File: src/rtl/cop_ise_pipe.sv
// Ascon ISE coprocessor: Sigma0..Sigma4 linear layer behind a multi-cycle cop_* handshake.
// Define COP_ISE_RV32B_EN to add the rori_l/rori_h/iornot/andnot helper ops.
module cop_ise_pipe #(
  parameter int XLEN = 32,
  parameter int LAT  = 1
) (
  input  logic            cop_clk,
  input  logic            cop_rst,
  input  logic            cop_valid,
  input  logic            cop_rdywr,
  output logic            cop_ready,
  output logic            cop_wait,
  output logic            cop_wr,
  input  logic [31:0]     cop_insn,
  input  logic [XLEN-1:0] cop_rs1,
  input  logic [XLEN-1:0] cop_rs2,
  output logic [XLEN-1:0] cop_rd
);

  localparam logic [6:0] CUSTOM_1 = 7'b0101011;
`ifdef COP_ISE_RV32B_EN
  localparam logic [6:0] CUSTOM_0 = 7'b0001011;
  localparam logic [6:0] CUSTOM_2 = 7'b1011011;
`endif
  localparam bit         IS32     = (XLEN == 32);
  localparam logic [1:0] CNT_INIT = (LAT > 1) ? 2'(LAT - 2) : 2'd0;

  if (XLEN != 32 && XLEN != 64) begin : g_bad_xlen
    $error("cop_ise_pipe: XLEN must be 32 or 64");
  end
  if (LAT < 1 || LAT > 4) begin : g_bad_lat
    $error("cop_ise_pipe: LAT must be in 1..4");
  end

  typedef enum logic [1:0] {IDLE, BUSY, DONE} state_t;
  typedef enum logic [2:0] {
    OP_SIG_LO, OP_SIG_HI, OP_RORI_L, OP_RORI_H, OP_IORNOT, OP_ANDNOT
  } op_t;

  state_t          state, state_n;
  logic [1:0]      cnt, cnt_n;
  logic            accept;
  op_t             op_q, dec_op;
  logic            dec_ok;
  logic [2:0]      idx_q;
  logic [XLEN-1:0] rs1_q, rs2_q;
  logic [XLEN-1:0] result;
  logic [XLEN-1:0] sig_res;
  logic [63:0]     x64, sig64;

  logic [6:0] opcode, funct;
  assign opcode = cop_insn[6:0];
  assign funct  = cop_insn[31:25];

  logic unused_insn;
  assign unused_insn = ^{cop_insn[24:7]};

  function automatic logic [63:0] ror64(input logic [63:0] x, input int n);
    return (x >> n) | (x << (64 - n));
  endfunction

  function automatic logic [63:0] sigma(input logic [63:0] x, input logic [2:0] i);
    case (i)
      3'd0:    return x ^ ror64(x, 19) ^ ror64(x, 28);
      3'd1:    return x ^ ror64(x, 61) ^ ror64(x, 39);
      3'd2:    return x ^ ror64(x, 1)  ^ ror64(x, 6);
      3'd3:    return x ^ ror64(x, 10) ^ ror64(x, 17);
      3'd4:    return x ^ ror64(x, 7)  ^ ror64(x, 41);
      default: return 64'd0;
    endcase
  endfunction

  // Undecoded encodings leave dec_ok low so the core can raise its own trap.
  always_comb begin
    dec_ok = 1'b0;
    dec_op = OP_SIG_LO;
    if (opcode == CUSTOM_1 && funct[4:3] == 2'b00 && funct[2:0] <= 3'd4) begin
      if (funct[6:5] == 2'b00) begin
        dec_ok = 1'b1;
        dec_op = OP_SIG_LO;
      end else if (funct[6:5] == 2'b01 && IS32) begin
        dec_ok = 1'b1;
        dec_op = OP_SIG_HI;
      end
    end
`ifdef COP_ISE_RV32B_EN
    else if (opcode == CUSTOM_0) begin
      if (funct[6:5] == 2'b00) begin
        dec_ok = 1'b1;
        dec_op = OP_RORI_L;
      end else if (funct[6:5] == 2'b01 && IS32) begin
        dec_ok = 1'b1;
        dec_op = OP_RORI_H;
      end
    end else if (opcode == CUSTOM_2) begin
      if (funct == 7'b0000000) begin
        dec_ok = 1'b1;
        dec_op = OP_IORNOT;
      end else if (funct == 7'b0000001) begin
        dec_ok = 1'b1;
        dec_op = OP_ANDNOT;
      end
    end
`endif
  end

  always_ff @(posedge cop_clk) begin
    if (cop_rst) begin
      state <= IDLE;
      cnt   <= 2'd0;
      op_q  <= OP_SIG_LO;
      idx_q <= 3'd0;
      rs1_q <= '0;
      rs2_q <= '0;
    end else begin
      state <= state_n;
      cnt   <= cnt_n;
      if (accept) begin
        op_q  <= dec_op;
        idx_q <= funct[2:0];
        rs1_q <= cop_rs1;
        rs2_q <= cop_rs2;
      end
    end
  end

`ifdef COP_ISE_RV32B_EN
  logic [4:0] sh_q;
  always_ff @(posedge cop_clk) begin
    if (cop_rst) begin
      sh_q <= 5'd0;
    end else if (accept) begin
      sh_q <= funct[4:0];
    end
  end
`endif

  // XLEN=32 forms the 64-bit Ascon word from {rs2, rs1}; hi/lo halves select the output.
  if (IS32) begin : g_x32
    assign x64     = {rs2_q, rs1_q};
    assign sig64   = sigma(x64, idx_q);
    assign sig_res = (op_q == OP_SIG_HI) ? sig64[63:32] : sig64[31:0];
  end else begin : g_x64
    logic unused_rs2;
    assign unused_rs2 = ^rs2_q;
    assign x64     = rs1_q;
    assign sig64   = sigma(x64, idx_q);
    assign sig_res = sig64[XLEN-1:0];
  end

  always_comb begin
    result = '0;
    case (op_q)
      OP_SIG_LO, OP_SIG_HI: result = sig_res;
`ifdef COP_ISE_RV32B_EN
      OP_RORI_L: begin
        logic [2*XLEN-1:0] dbl_l;
        dbl_l  = {rs1_q, rs1_q} >> sh_q;
        result = dbl_l[XLEN-1:0];
      end
      OP_RORI_H: begin
        logic [2*XLEN-1:0] dbl_h;
        dbl_h  = {rs2_q, rs2_q} >> sh_q;
        result = dbl_h[XLEN-1:0];
      end
      OP_IORNOT: result = rs1_q | ~rs2_q;
      OP_ANDNOT: result = rs1_q & ~rs2_q;
`endif
      default: result = '0;
    endcase
  end

  always_comb begin
    state_n   = state;
    cnt_n     = cnt;
    accept    = 1'b0;
    cop_ready = 1'b0;
    cop_wait  = 1'b0;
    cop_wr    = 1'b0;
    cop_rd    = '0;
    case (state)
      IDLE: begin
        cop_ready = 1'b1;
        if (cop_valid && dec_ok) begin
          accept = 1'b1;
          if (LAT == 1) begin
            state_n = DONE;
          end else begin
            state_n = BUSY;
            cnt_n   = CNT_INIT;
          end
        end
      end
      BUSY: begin
        cop_wait = 1'b1;
        if (cnt == 2'd0) begin
          state_n = DONE;
        end else begin
          cnt_n = cnt - 2'd1;
        end
      end
      DONE: begin
        cop_wr   = 1'b1;
        cop_rd   = result;
        cop_wait = ~cop_rdywr;
        if (cop_rdywr) begin
          state_n = IDLE;
        end
      end
      default: state_n = IDLE;
    endcase
  end

endmodule

File: config.mk
export PLATFORM = sky130hd
export DESIGN_NAME = cop_ise_pipe
export DESIGN_NICKNAME = d
export VERILOG_FILES = /design/src/rtl/cop_ise_pipe.sv
export SDC_FILE = /design/constraint.sdc
export NUM_CORES = 1
export LEC_CHECK = 0
export ABC_AREA = 0
export BUFFER_PORTS_ARGS = -buffer_cell sky130_fd_sc_hd__buf_2
export CAP_MARGIN = 30
export CORE_MARGIN = 2
export CORE_UTILIZATION = 37
export CTS_CLUSTER_SIZE = 8
export DETAILED_ROUTE_END_ITERATION = 6
export GPL_TIMING_DRIVEN = 0
export MAX_ROUTING_LAYER = met4
export SYNTH_ARGS = -nofsm -noshare
export SYNTH_HDL_FRONTEND = slang
export SYNTH_SLANG_ARGS = --single-unit
export TNS_END_PERCENT = 100
File: constraint.sdc
create_clock -name cop_clk -period 3.5 [get_ports cop_clk]
set_clock_uncertainty 0.1 [all_clocks]
set_input_delay 0.35 -clock cop_clk [delete_from_list [all_inputs] [get_ports cop_clk]]
set_output_delay 0.35 -clock cop_clk [all_outputs]
set_load 0.01 [all_outputs]
==> Word-level counts from Yosys, hierarchy flattened <==
Cells that the tools add are included.
W data, S select, Z words.
{ "classes": {"n_addsub": 1, "reduce_logical": 12, "magnitude_cmp": 1, "bitwise_logic": 22, "n_eq_ne": 12, "n_mux": 19} }
{ "ops": {"columns": ["cell", "n"], "rows": [
  ["$xor A64 B64 Y64", 10],
  ["$pmux W64 S5", 1],
  ["$mux W32", 3],
  ["$or A23 B64 Y64", 1],
  ["$or A25 B64 Y64", 1],
  ["$or A3 B64 Y64", 1],
  ["$or A36 B64 Y64", 1],
  ["$or A45 B64 Y64", 1],
  ["$or A47 B64 Y64", 1],
  ["$or A54 B64 Y64", 1],
  ["$or A57 B64 Y64", 1],
  ["$or A58 B64 Y64", 1],
  ["$or A63 B64 Y64", 1],
  ["$logic_not A2 Y1", 4],
  ["$mux W1", 8],
  ["$eq A7 B6 Y1 const B", 1],
  ["$eq A3 B1 Y1 const B", 2],
  ["$eq A3 B2 Y1 const B", 2],
  ["$logic_not A3 Y1", 2],
  ["$mux W2", 3],
  ["$mux W3", 2],
  ["$ne A2 B2 Y1 const B", 3],
  ["$pmux W2 S3", 1],
  ["$eq A2 B1 Y1 const B", 2],
  ["other kinds (10)", 13]
]} }
{ "word_totals": {"in_bits": 100, "elab_cells": 73, "out_inout_bits": 35, "ff_bits": 74} }

==> Depth between registers and ports, before layout <==
{ "logic_depth": {"ltp_word": 7, "depth_mapped": 9, "mapped_depth_nobuf": 5} }

==> Least setup slack after synthesis <==
No wires, ideal clock.
{ "synth_path": {"path_type": "register to output", "start": "register idx_q[0]", "end": "output cop_rd[15]", "required_ns": 3.050, "path_buffers": 4, "slack_ns": 1.271, "arrival_time_ns": 1.779, "path_stages_with_launch": 9, "cell_sequence": "dfxtp_1 -> buf_6 -> or3b_1 -> buf_2 -> buf_4 -> buf_2 -> o22ai_1 -> o31ai_1 -> a211oi_1"} }
{ "synth_between": {"elab_chain_cells": 5, "elab_cells_between_ends": 9, "classes_between": "eq/ne: 4; mux: 4; reduce/logical: 1"} }
{ "synth_lines": {"columns": ["element", "line", "source"], "rows": [
  ["start, declared", "45", "logic [2:0] idx_q;"],
  ["start signal, assigned", "120", "idx_q <= funct[2:0];"],
  ["$eq A3 B3 Y1, or another cell as far along", "63", "case (i)"],
  ["$pmux W64 S5 (*)", "63", null],
  ["$mux W32 (*)", "142", "assign sig_res = (op_q == OP_SIG_HI) ? sig64[63:32] : sig64[31:0];"],
  ["$mux W32 (*)", "153", "case (op_q)"],
  ["$mux W32 (*)", "181", "case (state)"],
  ["end, declared", "17", "output logic [XLEN-1:0] cop_rd"]
]} }
Every way passes the cells marked *; elsewhere a longest branch is shown, timed or not.

==> Final worst setup path <==
{ "layout_path": {"start": "register rs2_q[26]", "end": "output cop_rd[26]"} }
{ "layout_between": {"elab_chain_cells": 6, "elab_cells_between_ends": 14, "classes_between": "mux: 4; bitwise: 10"} }
{ "layout_lines": {"columns": ["element", "line", "source"], "rows": [
  ["start, declared", "46", "logic [XLEN-1:0] rs1_q, rs2_q;"],
  ["start signal, assigned", "122", "rs2_q <= cop_rs2;"],
  ["$xor A64 B64 Y64 (on tied branches) (2 in series)", null, null],
  ["$pmux W64 S5 (*)", "63", null],
  ["$mux W32 (*)", "142", null],
  ["$mux W32 (*)", "153", null],
  ["$mux W32 (*)", "181", null]
]} }
Marks and branches as above.

==> flow_metrics.py <==
metrics = {
    "run_status": {
        "status": "complete, but fails checks",
        "violations": "design-rule violations, negative setup slack",
    },
    "synth": {
        "ys_types": 64,
        "synth_edf_count": 0,
        "ys_warn_count": 0,
        "synthesis.area_um2": 10100,
        "syn-instance-count": 1337,
        "syn_nets": 1437,
        "synth_area_per_cell_um2": 7.57,
        "async_reset_ff_share_pct": 0,
        "synth_flop_cell": "dfxtp_1",
        "ys_seq_area_share_pct": 13.6,
        "synth_seq_cells": 69,
    },
    "cells_and_area": {
        "drive_above_1_share_pct": 19.7,
        "final_nets": 1570,
        "area_growth_syn_to_layout_pct": 14.5,
        "final_common_cell": "xnor2_1",
        "final_cell_mix": "267 x xnor2_1, 216 x buf_2, 170 x nand2_1, 147 x xor2_1, 95 x a21oi_1",
    },
    "placed_design": {
        "hpwl_mm": 47.4,
        "gp_congestion": 1.04,
        "port_buffers": 115,
        "place_ws_ns": 0.0272,
    },
    "floorplan": {
        "ios": 135,
        "initial_core_util_pct": 37.7,
        "die_w_um": 169,
        "dieArea_um2": 28700,
        "coreArea_um2": 26900,
        "die_h_um": 169,
        "row_count": 60,
    },
    "global_routing": {
        "grt_usage_pct": 46.6,
        "grt_pass1_wl_mm": 88.9,
        "grt_max_degree": 14,
        "antenna_found_initial": 2,
        "grt_pass1_vias": 11000,
        "gr-total-overflow": 0,
    },
    "power": {
        "powerDensity_nw_per_um2": 163,
        "p_leak_nw": 4.64,
        "max-vdd-ir-drop_uv": 192,
    },
    "timing": {
        "final.min_clock_period_ns": 3.64,
        "tightest_slew_ns": 1.11,
        "finalHoldViolCount": 0,
        "slew_headroom_pct": 26.1,
        "holdWs_ns": 0.109,
        "fmax_ghz": 0.275,
        "finalSetupViolations": 4,
        "fin_ws_ns": -0.142,
        "finalCritPeriodShare_pct": 104,
        "rsz0062_at_grt": "no",
        "drv_slew": 0,
    },
    "clocking": {
        "htreeDepth": 3,
        "numCtsBuffers": 9,
        "hold_buffers": 0,
        "clkTransAtPathRegs_ns": 0.08,
        "cts_tree": "done",
        "cts-root-buf": "clkbuf_16",
        "cts.sinks": 69,
        "clk_latency_ns": 0.36,
        "cts_buffer_depth": 2,
    },
    "worst_setup_path": {
        "cp-start-kind": "flip-flop",
        "cp.required_ns": 3.05,
        "crit_arrival_ns": 3.19,
        "crit_path_end_kind": "output pin",
        "worstPathMaxFanout": 10,
        "critical_path_class": "flip-flop to output pin",
    },
    "worst_hold_path": {
        "min_path_type": "input port to flip-flop",
    },
    "routing": {
        "antenna_left": 0,
        "route.detailed.wl_per_inst_um": 36.3,
        "viasPerCell": 6.58,
        "vias": 12000,
        "drt-initial-drc-count": 1873,
        "first_pass_iters": 7,
        "routed_wl_mm": 65.9,
        "drc": 8,
    },
    "run": {
        "max-cap-violations": 0,
    },
}
worst paths after layout:
path / cells after the start / start / end / slack (ns)
hold / removal: 3 / cop_rs1[22] / rs1_q[22] / 0.11
setup reg to reg: 6 / state[1] / rs2_q[27] / 0.87
hold reg to reg: 3 / idx_q[1] / idx_q[1] / 0.63
setup / recovery: 7 / rs2_q[26] / cop_rd[26] / -0.14
cells by family (layout without fill, tap and decap cells):
family	after synthesis	in the layout	share of synthesized area, %
mux	32	32	3.16
xor+xnor	419	419	36.7
simple gates	263	263	12.0
other cells	0	1	0
buf+inv	197	335	9.58
flops	69	69	13.6
compound gates	357	357	25.0
sequential cells by signal, summed over array words and instances (netlist names):
register	flops
idx_q	3
op_q	1
rs1_q	32
rs2_q	32
state	1
stage by stage:
step                      total power, mW  cells  utilization, %  cell area (µm²)  setup TNS [ns]
final                                1.89   1817            43.1            11600          -0.197
after floorplan                     0.821   1337               -            10100               0
after CTS                            1.89   1817            43.0            11600          -0.900
after detailed placement            0.874   1797            41.6            11200               0
after global placement              0.873   1793            41.4            11100               0
after global routing                 1.92   1817            43.1            11600               0
routing by layer:
metal	track usage [%]	wire length [µm]
met1	58.9	26100
met3	12.3	8130
met5	-	0
met4	28.6	5140
met2	65.9	26600
power breakdown:
part           switching [mW]  internal, mW
sequential           0.000250         0.785
clock                   0.456         0.580
combinational          0.0342        0.0376
total                   0.491          1.40
synth_stat cells, drive strengths merged (4+ instances only):
cell type / n / area, µm²
a21oi: 95 / 475
a211oi: 20 / 160
nor2b: 9 / 56.3
a31oi: 4 / 25.0
inv: 11 / 41.3
nand4: 4 / 25.0
o31ai: 6 / 45.0
a222oi: 4 / 40.0
o21ai: 31 / 155
a221o: 23 / 230
o221ai: 27 / 249
xor2: 148 / 1300
a22oi: 43 / 323
xnor2: 268 / 2350
a22o: 5 / 43.8
a31o: 4 / 35.0
nand2: 170 / 638
a221oi: 35 / 307
or3: 10 / 67.6
o22a: 4 / 35.0
dfxtp: 69 / 1380
nand3: 10 / 50.1
nor3: 14 / 81.3
buf: 127 / 707
clkbuf: 58 / 218
mux2i: 32 / 320
o22ai: 35 / 219
nor2: 24 / 90.1
critical path, stage by stage, from the launching register on:
cell	delay, ns
dfxtp_1	0.49
buf_2	0.50
xor2_1	0.70
xnor2_1	0.18
o21ai_0	0.10
a211oi_1	0.52
nor3_1	0.13
buf_2	0.20
cell type report:
type | count | area [µm²]
plain buffers | 182 | 925
clock inverters | 6 | 68.8
multi-input cells | 1071 | 7810
clock buffers | 10 | 239
well taps | 341 | 427
flip-flops and latches | 69 | 1380
diodes | 1 | 2.50
inverters | 12 | 48.8
repair buffers | 125 | 693
fillers | 2884 | 15300
what timing repair did:
| item | CTS | global route |
|---|---|---|
| gates resized for setup | 3 | 16 |
| pin swaps | 2 | 0 |
| setup endpoints to repair | 16 | 21 |
| setup buffers | 6 | 0 |
No activity file was read; power rests on OpenSTA's default activity.
